`src/rtl/param_bit_counter_bcast.sv`:
```
// Parametrised bit counter: samples an ADC-style producer over soc/eoc, counts the selected
// bits of the sample, and broadcasts the count to N consumers on a shared dav_/rfd handshake.
module param_bit_counter_bcast #(
  parameter int unsigned W  = 8,
  parameter int unsigned N  = 3,
  parameter int unsigned CW = $clog2(W + 1)
) (
  input  logic          clock,
  input  logic          reset,
  output logic          soc,
  input  logic          eoc,
  input  logic [W-1:0]  x,
  input  logic [1:0]    mode,
  input  logic [N-1:0]  en,
  input  logic [N-1:0]  rfd,
  output logic          dav_,
  output logic [CW-1:0] c
);

  localparam logic [1:0] ModeEven  = 2'b00;
  localparam logic [1:0] ModeOdd   = 2'b01;
  localparam logic [1:0] ModeOnes  = 2'b10;
  localparam logic [1:0] ModeZeros = 2'b11;

  if (W < 2) begin : g_bad_width
    $error("param_bit_counter_bcast: W must be at least 2");
  end
  if (N < 1) begin : g_bad_consumers
    $error("param_bit_counter_bcast: N must be at least 1");
  end
  if ((64'd1 << CW) <= 64'(W)) begin : g_bad_count_width
    $error("param_bit_counter_bcast: CW too narrow to hold W");
  end

  typedef enum logic [2:0] {
    StIdle    = 3'd0,
    StWaitEoc = 3'd1,
    StCount   = 3'd2,
    StOut     = 3'd3,
    StAck     = 3'd4
  } state_e;

  state_e        state_q, state_d;
  logic          soc_q, soc_d;
  logic          dav_q, dav_d;
  logic [W-1:0]  x_q, x_d;
  logic [1:0]    step_q, step_d;
  logic [N-1:0]  en_q, en_d;
  logic [CW-1:0] acc_q, acc_d;
  logic [CW-1:0] c_q, c_d;

  logic [W-1:0]  x_sel;
  logic [1:0]    step_sel;
  logic [W-1:0]  x_shift;
  logic [N-1:0]  rfd_en;

  // Odd-bit mode pre-shifts so that every mode counts from bit 0 upward.
  always_comb begin
    x_sel    = x;
    step_sel = 2'd1;
    case (mode)
      ModeEven: begin
        x_sel    = x;
        step_sel = 2'd2;
      end
      ModeOdd: begin
        x_sel    = x >> 1;
        step_sel = 2'd2;
      end
      ModeOnes: begin
        x_sel    = x;
        step_sel = 2'd1;
      end
      ModeZeros: begin
        x_sel    = ~x;
        step_sel = 2'd1;
      end
      default: begin
        x_sel    = x;
        step_sel = 2'd1;
      end
    endcase
  end

  assign x_shift = x_q >> step_q;
  assign rfd_en  = rfd & en_q;

  always_comb begin
    state_d = state_q;
    soc_d   = soc_q;
    dav_d   = dav_q;
    x_d     = x_q;
    step_d  = step_q;
    en_d    = en_q;
    acc_d   = acc_q;
    c_d     = c_q;

    case (state_q)
      StIdle: begin
        soc_d = 1'b1;
        if (!eoc) begin
          state_d = StWaitEoc;
        end
      end

      StWaitEoc: begin
        soc_d  = 1'b0;
        acc_d  = '0;
        x_d    = x_sel;
        step_d = step_sel;
        en_d   = en;
        if (eoc) begin
          state_d = StCount;
        end
      end

      StCount: begin
        acc_d = acc_q + CW'(x_q[0]);
        x_d   = x_shift;
        // Stop once no selected bits remain; the last bit is folded in on this edge.
        if (x_shift == '0) begin
          c_d     = acc_d;
          state_d = (en_q != '0) ? StOut : StIdle;
        end
      end

      StOut: begin
        dav_d = 1'b0;
        if (rfd_en == '0) begin
          state_d = StAck;
        end
      end

      StAck: begin
        dav_d = 1'b1;
        if (rfd_en == en_q) begin
          state_d = StIdle;
        end
      end

      default: begin
        state_d = StIdle;
      end
    endcase
  end

  always_ff @(posedge clock or posedge reset) begin
    if (reset) begin
      state_q <= StIdle;
      soc_q   <= 1'b0;
      dav_q   <= 1'b1;
      x_q     <= '0;
      step_q  <= 2'd1;
      en_q    <= '0;
      acc_q   <= '0;
      c_q     <= '0;
    end else begin
      state_q <= state_d;
      soc_q   <= soc_d;
      dav_q   <= dav_d;
      x_q     <= x_d;
      step_q  <= step_d;
      en_q    <= en_d;
      acc_q   <= acc_d;
      c_q     <= c_d;
    end
  end

  assign soc  = soc_q;
  assign dav_ = dav_q;
  assign c    = c_q;

endmodule
```
`config.mk`:
```
export PLATFORM = sky130hd
export DESIGN_NAME = param_bit_counter_bcast
export DESIGN_NICKNAME = d
export VERILOG_FILES = /design/src/rtl/param_bit_counter_bcast.sv
export SDC_FILE = /design/constraint.sdc
export NUM_CORES = 1
export LEC_CHECK = 0
export ABC_CLOCK_PERIOD_IN_PS = 2400
export BUFFER_PORTS_ARGS = -buffer_cell sky130_fd_sc_hd__buf_2
export CORE_MARGIN = 2
export CORE_UTILIZATION = 40
export CTS_BUF_LIST = sky130_fd_sc_hd__clkbuf_4 sky130_fd_sc_hd__clkbuf_8 sky130_fd_sc_hd__clkbuf_16
export DETAILED_ROUTE_END_ITERATION = 10
export SYNTH_ARGS = -nofsm -noshare
export SYNTH_HDL_FRONTEND = slang
export SYNTH_SLANG_ARGS = --single-unit
export TNS_END_PERCENT = 20
```
`constraint.sdc`:
```
create_clock -name clock -period 2.4 [get_ports clock]
set_input_delay 0.12 -clock clock [delete_from_list [all_inputs] [get_ports clock]]
set_output_delay 0.12 -clock clock [all_outputs]
set_load 0.02 [all_outputs]
```
# Word-level counts from Yosys, hierarchy flattened
# Index checks and enable logic that the tools add are counted.
[word_totals]
regBits = 26
inputBits = 19
[classes]
n_eq_ne = 13
n_mux = 13
n_shift = 1
n_reduce_logical = 13
addsub = 1
bitwise_logic = 2
[ops]
columns = ["operator", "count"]
rows = [
  ["$pmux W8 S3", 1],
  ["$pmux W8 S2", 1],
  ["$mux W3", 5],
  ["$pmux W3 S5", 1],
  ["$ne A2 B2 Y1 const B", 5],
  ["$logic_not A8 Y1", 1],
  ["$not A8 Y8", 1],
  ["$pmux W4 S2", 1],
  ["$shr A8 B2 Y8", 1],
  ["$eq A3 B2 Y1 const B", 2],
  ["$logic_not A3 Y1", 2],
  ["$reduce_bool A2 Y1", 3],
  ["$reduce_or A2 Y1", 3],
  ["$reduce_and A5 Y1", 1],
  ["$add A4 B1 Y4", 1],
  ["$eq A2 B2 Y1 const B", 2],
  ["$pmux W1 S2", 2],
  ["$pmux W2 S2", 1],
  ["$and A3 B3 Y3", 1],
  ["$eq A3 B1 Y1 const B", 1],
  ["$eq A3 B3 Y1", 1],
  ["$eq A3 B3 Y1 const B", 1],
  ["$reduce_bool A3 Y1", 1],
  ["$eq A2 B1 Y1 const B", 1],
  ["other kinds (3)", 3],
]

# Longest topological paths before layout
[depth]
ltp_word = 4
mapped_depth = 6

# Worst setup path before layout
# Ideal clock, no wire load.
[synth_path]
path_kind = "register to register"
startpoint = "reg state_q[2]"
endpoint = "reg c_q[0], in the netlist c[0]"
t_arrival_ps = 1696
required_ps = 2272
slack_ps = 576
path_stages_with_launch = 7
period_less_slack_ps = 1824
cell_sequence = "dfrtp_1 > buf_6 > or3b_4 > buf_6 > a2111oi_4 > nand4_2 > mux2_1"
[synth_via]
elab_chain_len = 2
[synth_lines]
columns = ["element", "line", "text"]
rows = [
  ["start, declared", "43", "state_e state_q, state_d;"],
  ["start signal, assigned", "149", "state_q <= StIdle;"],
  ["start signal, assigned", "158", "state_q <= state_d;"],
  ["$eq A3 B2 Y1", "98", "case (state_q)"],
  ["$reduce_and A2 Y1 (no line)", "n/a", ""],
  ["end signal, assigned", "156", "c_q <= '0;"],
  ["end signal, assigned", "165", "c_q <= c_d;"],
  ["end, declared", "50", "logic [CW-1:0] c_q, c_d;"],
]
# Every way passes these cells.
# A chain may end at the register's enable or synchronous reset.

# Final worst setup path
[layout_path]
startpoint = "reg step_q[1]"
endpoint = "reg c_q[1], in the netlist c[1]"
[layout_via]
elab_chain_len = 3
[layout_lines]
columns = ["element", "line", "text"]
rows = [
  ["start, declared", "47", "logic [1:0] step_q, step_d;"],
  ["start signal, assigned", "162", "step_q <= step_d;"],
  ["$shr A8 B2 Y8", "85", "assign x_shift = x_q >> step_q;"],
  ["$logic_not A8 Y1", "121", "if (x_shift == '0) begin"],
  ["$reduce_and A2 Y1 (no line)", "n/a", ""],
]
# Every way passes these cells.

==> impl_metrics.ini <==
[timing]
fin_worst_skew_ns = 0.00269
worst_pin_slew_ns = 0.981
slew_viol_final = 0
min_period_ns = 1.92
hold_viol = 0
fmax_mhz = 521
min_period_over_period_pct = 80.0
max-slew-margin-rel_pct = 34.5
rsz0062_at_grt = no
fin_setup_tns_ns = 0
setup_viol = 0

[synth]
synth_edf_count = 0
synth.top_cells.by_count = dfrtp_1, nand2_1, mux2i_1
syn_inst = 158
ys_types = 40
synth_area_leaders = dfrtp_1, mux2i_1, mux2_2
ys.flop_type = dfrtp_1
yosysTopAreaCell = dfrtp_1
synthArstFlopShare_pct = 100
yosysWarnings = 0
syn_area_per_cell_sq_um = 9.95
ys_seq_elements = 26
seq_area_frac_synth_pct = 41.6
synth_top_area_share_pct = 38.2
syn-num-nets = 179
synth_area_sq_mm = 0.00157
synth.most_common_cell = dfrtp_1

[global_routing]
grt_pass1_wl_mm = 5.44
globalRouteTotalUtil_pct = 16.1
grt_pass1_vias = 1158
grt-ovfl-total = 0
grt_max_degree = 27
met1_usage_pct = 21.1
antenna_found_initial = 0
busiest_layer = met2
use_met3_pct = 2.53
use_met2_pct = 27.3

[clocking]
cts.clk_slew.worst_paths_ns = 0.09
cts_resized = 0
cts_sinks = 26
postCtsSetupBuffers = 0
cts_buffer_depth = 2
insertion_delay_ns = 0.27
ctsHtreeMaxLevel = 1
clockRootBuffer = clkbuf_8
cts_tree = yes
cts_buffers = 3
cts_hold_buffers = 0

[placement]
globalplace.congestion = 0.902
io_buffer_count = 24
place_area_sq_mm = 0.00170
dp_hpwl_mm = 2.47

[worst_setup_path]
critPathCaptureType = flip-flop
cp_slowest_cell = dfrtp_1
worstPathCellList = mux2_2 > mux2i_1 > nand4_2 > mux2_1
critPathRequiredTime_ns = 2.56
critPathTopFamily = multiplexers
startpoint_type = flip-flop
crit_type = reg -> reg
critPathMaxFanout = 12
cp_num_buf_inv = 0
cp.arrival_ns = 2.08
cpPeakStageDelay_ns = 0.60

[routing]
post_drt_wl_per_cell_microns = 14.6
avgViaCountPerCell = 5.63
via_count = 1260
drt-pass1-iter-count = 4
drtIter0Drc = 56
ant_nets = 0
drc = 0
postRouteWirelength_mm = 3.28

[floorplan]
fp.dieW_microns = 66.7
rows = 22
pin_count = 25
die_h_microns = 66.7
start_util_pct = 42.3
core-area_sq_mm = 0.00372
die-area_sq_mm = 0.00445

[worst_hold_path]
hp-class = in -> async

[power_and_ir_drop]
p_leak_nw = 0.812
power_density_mw_per_mm2 = 1260
p_total_mw = 2.21
vdd_drop_max_uv = 388

[layout]
seq_area_sq_um = 653
n_antenna_cell = 0
multi_input_area_sq_um = 828
fin_area_sq_mm = 0.00175
layout-drive-gt1-share_pct = 26.1
syn_to_final_growth_pct = 11.6
final.fill_count = 395
layout.nets = 198

[status]
status = finished clean

[run]
max_cap_viol_count = 0
[cells by family (layout without fill, tap and decap cells)]
group                      count (synthesis)  count (layout)  share of synthesized area (%)
muxes                                     25              25                           17.0
and+or+nand+nor                           43              43                           13.5
buffers and inverters                     18              36                           5.73
xor gates and xnor gates                   2               2                           1.11
adders and majority gates                  2               2                           1.59
AOI/OAI and AO/OA                         42              42                           19.6
DFF                                       26              26                           41.6
[final timing paths]
path	slack, ns	cells past startpoint	start	endpoint
setup / recovery	0.48	4	step_q[1]$_DFFE_PP0N_	c[1]$_DFFE_PP0P_
hold / removal	0.06	2	reset	state_q[2]$_DFFE_PP0P_
setup reg to reg	0.48	4	step_q[1]$_DFFE_PP0N_	c[1]$_DFFE_PP0P_
hold reg to reg	0.46	2	dav_$_DFFE_PP1P_	dav_$_DFFE_PP1P_
max in group asynchronous	1.74	2	reset	acc_q[1]$_DFFE_PP0P_
min in group clock	0.08	2	en[1]	en_q[1]$_DFFE_PP0N_
[report_power, final]
part           total (mW)  switching (mW)  internal, mW
Sequential          0.871           0.239         0.632
Clock               0.281           0.135         0.147
Combinational        1.05           0.550         0.504
[cells in the final DEF, fill, tap and decap left out]
master / Yosys / routed
inv_1: 5 / 5
clkinv_1: 1 / 1
buf_2: 3 / 24
or3_1: 2 / 2
nand4_2: 1 / 1
a311oi_1: 2 / 2
a2bb2oi_1: 1 / 1
clkbuf_8: 0 / 4
xnor2_1: 1 / 1
nand2_1: 17 / 17
xor2_1: 1 / 1
nor3_1: 2 / 2
a32oi_1: 1 / 1
a2111oi_0: 1 / 1
nand4_1: 1 / 1
o21ba_2: 1 / 1
o31ai_1: 1 / 1
o22ai_1: 3 / 3
mux2_2: 9 / 9
nand3_1: 2 / 2
o21a_1: 2 / 2
ha_1: 2 / 2
a222oi_1: 2 / 2
nand2b_1: 5 / 5
dfstp_2: 2 / 2
o21ai_0: 10 / 10
a22o_1: 3 / 3
or3b_2: 1 / 1
mux2_1: 4 / 4
mux2i_1: 12 / 12
nor3b_1: 1 / 1
nor2_1: 10 / 10
dfrtp_1: 24 / 24
o221ai_1: 5 / 5
a2111oi_4: 1 / 1
or3b_4: 1 / 1
a21oi_1: 9 / 9
buf_4: 1 / 2
[through the flow]
step / util, % / std cells / hold WS [ns] / worst slack, ns
after global routing: 47.2 / 224 / 0.0800 / 0.374
after CTS: 47.2 / 224 / 0.0750 / 0.462
final: 47.2 / 224 / 0.0635 / 0.479
after global placement: 45.7 / 220 / 0.355 / 0.555
after detailed placement: 45.7 / 220 / 0.366 / 0.475
after floorplan: - / 158 / 0.159 / 0.576
[sequential cells by signal (all words and copies together), names as in the netlist]
signal,cells
x_q,8
acc_q,4
c,4
en_q,3
state_q,3
step_q,2
dav_,1
soc,1
[per-layer routing]
layer / up-vias / wire, microns
met5: - / 0
met4: 0 / 36
met3: 4 / 76
met2: 11 / 1680
met1: 628 / 1480
li1: 617 / -
[cell type report]
type                    instances  share of cell area, %
clock buffers                   4                   3.14
inverters                       6                   1.28
multi-input cells             114                   47.2
flip-flops and latches         26                   37.2
well taps                      48                   3.42
repair buffers                 26                   7.70
No activity file was read; power rests on OpenSTA's default activity.
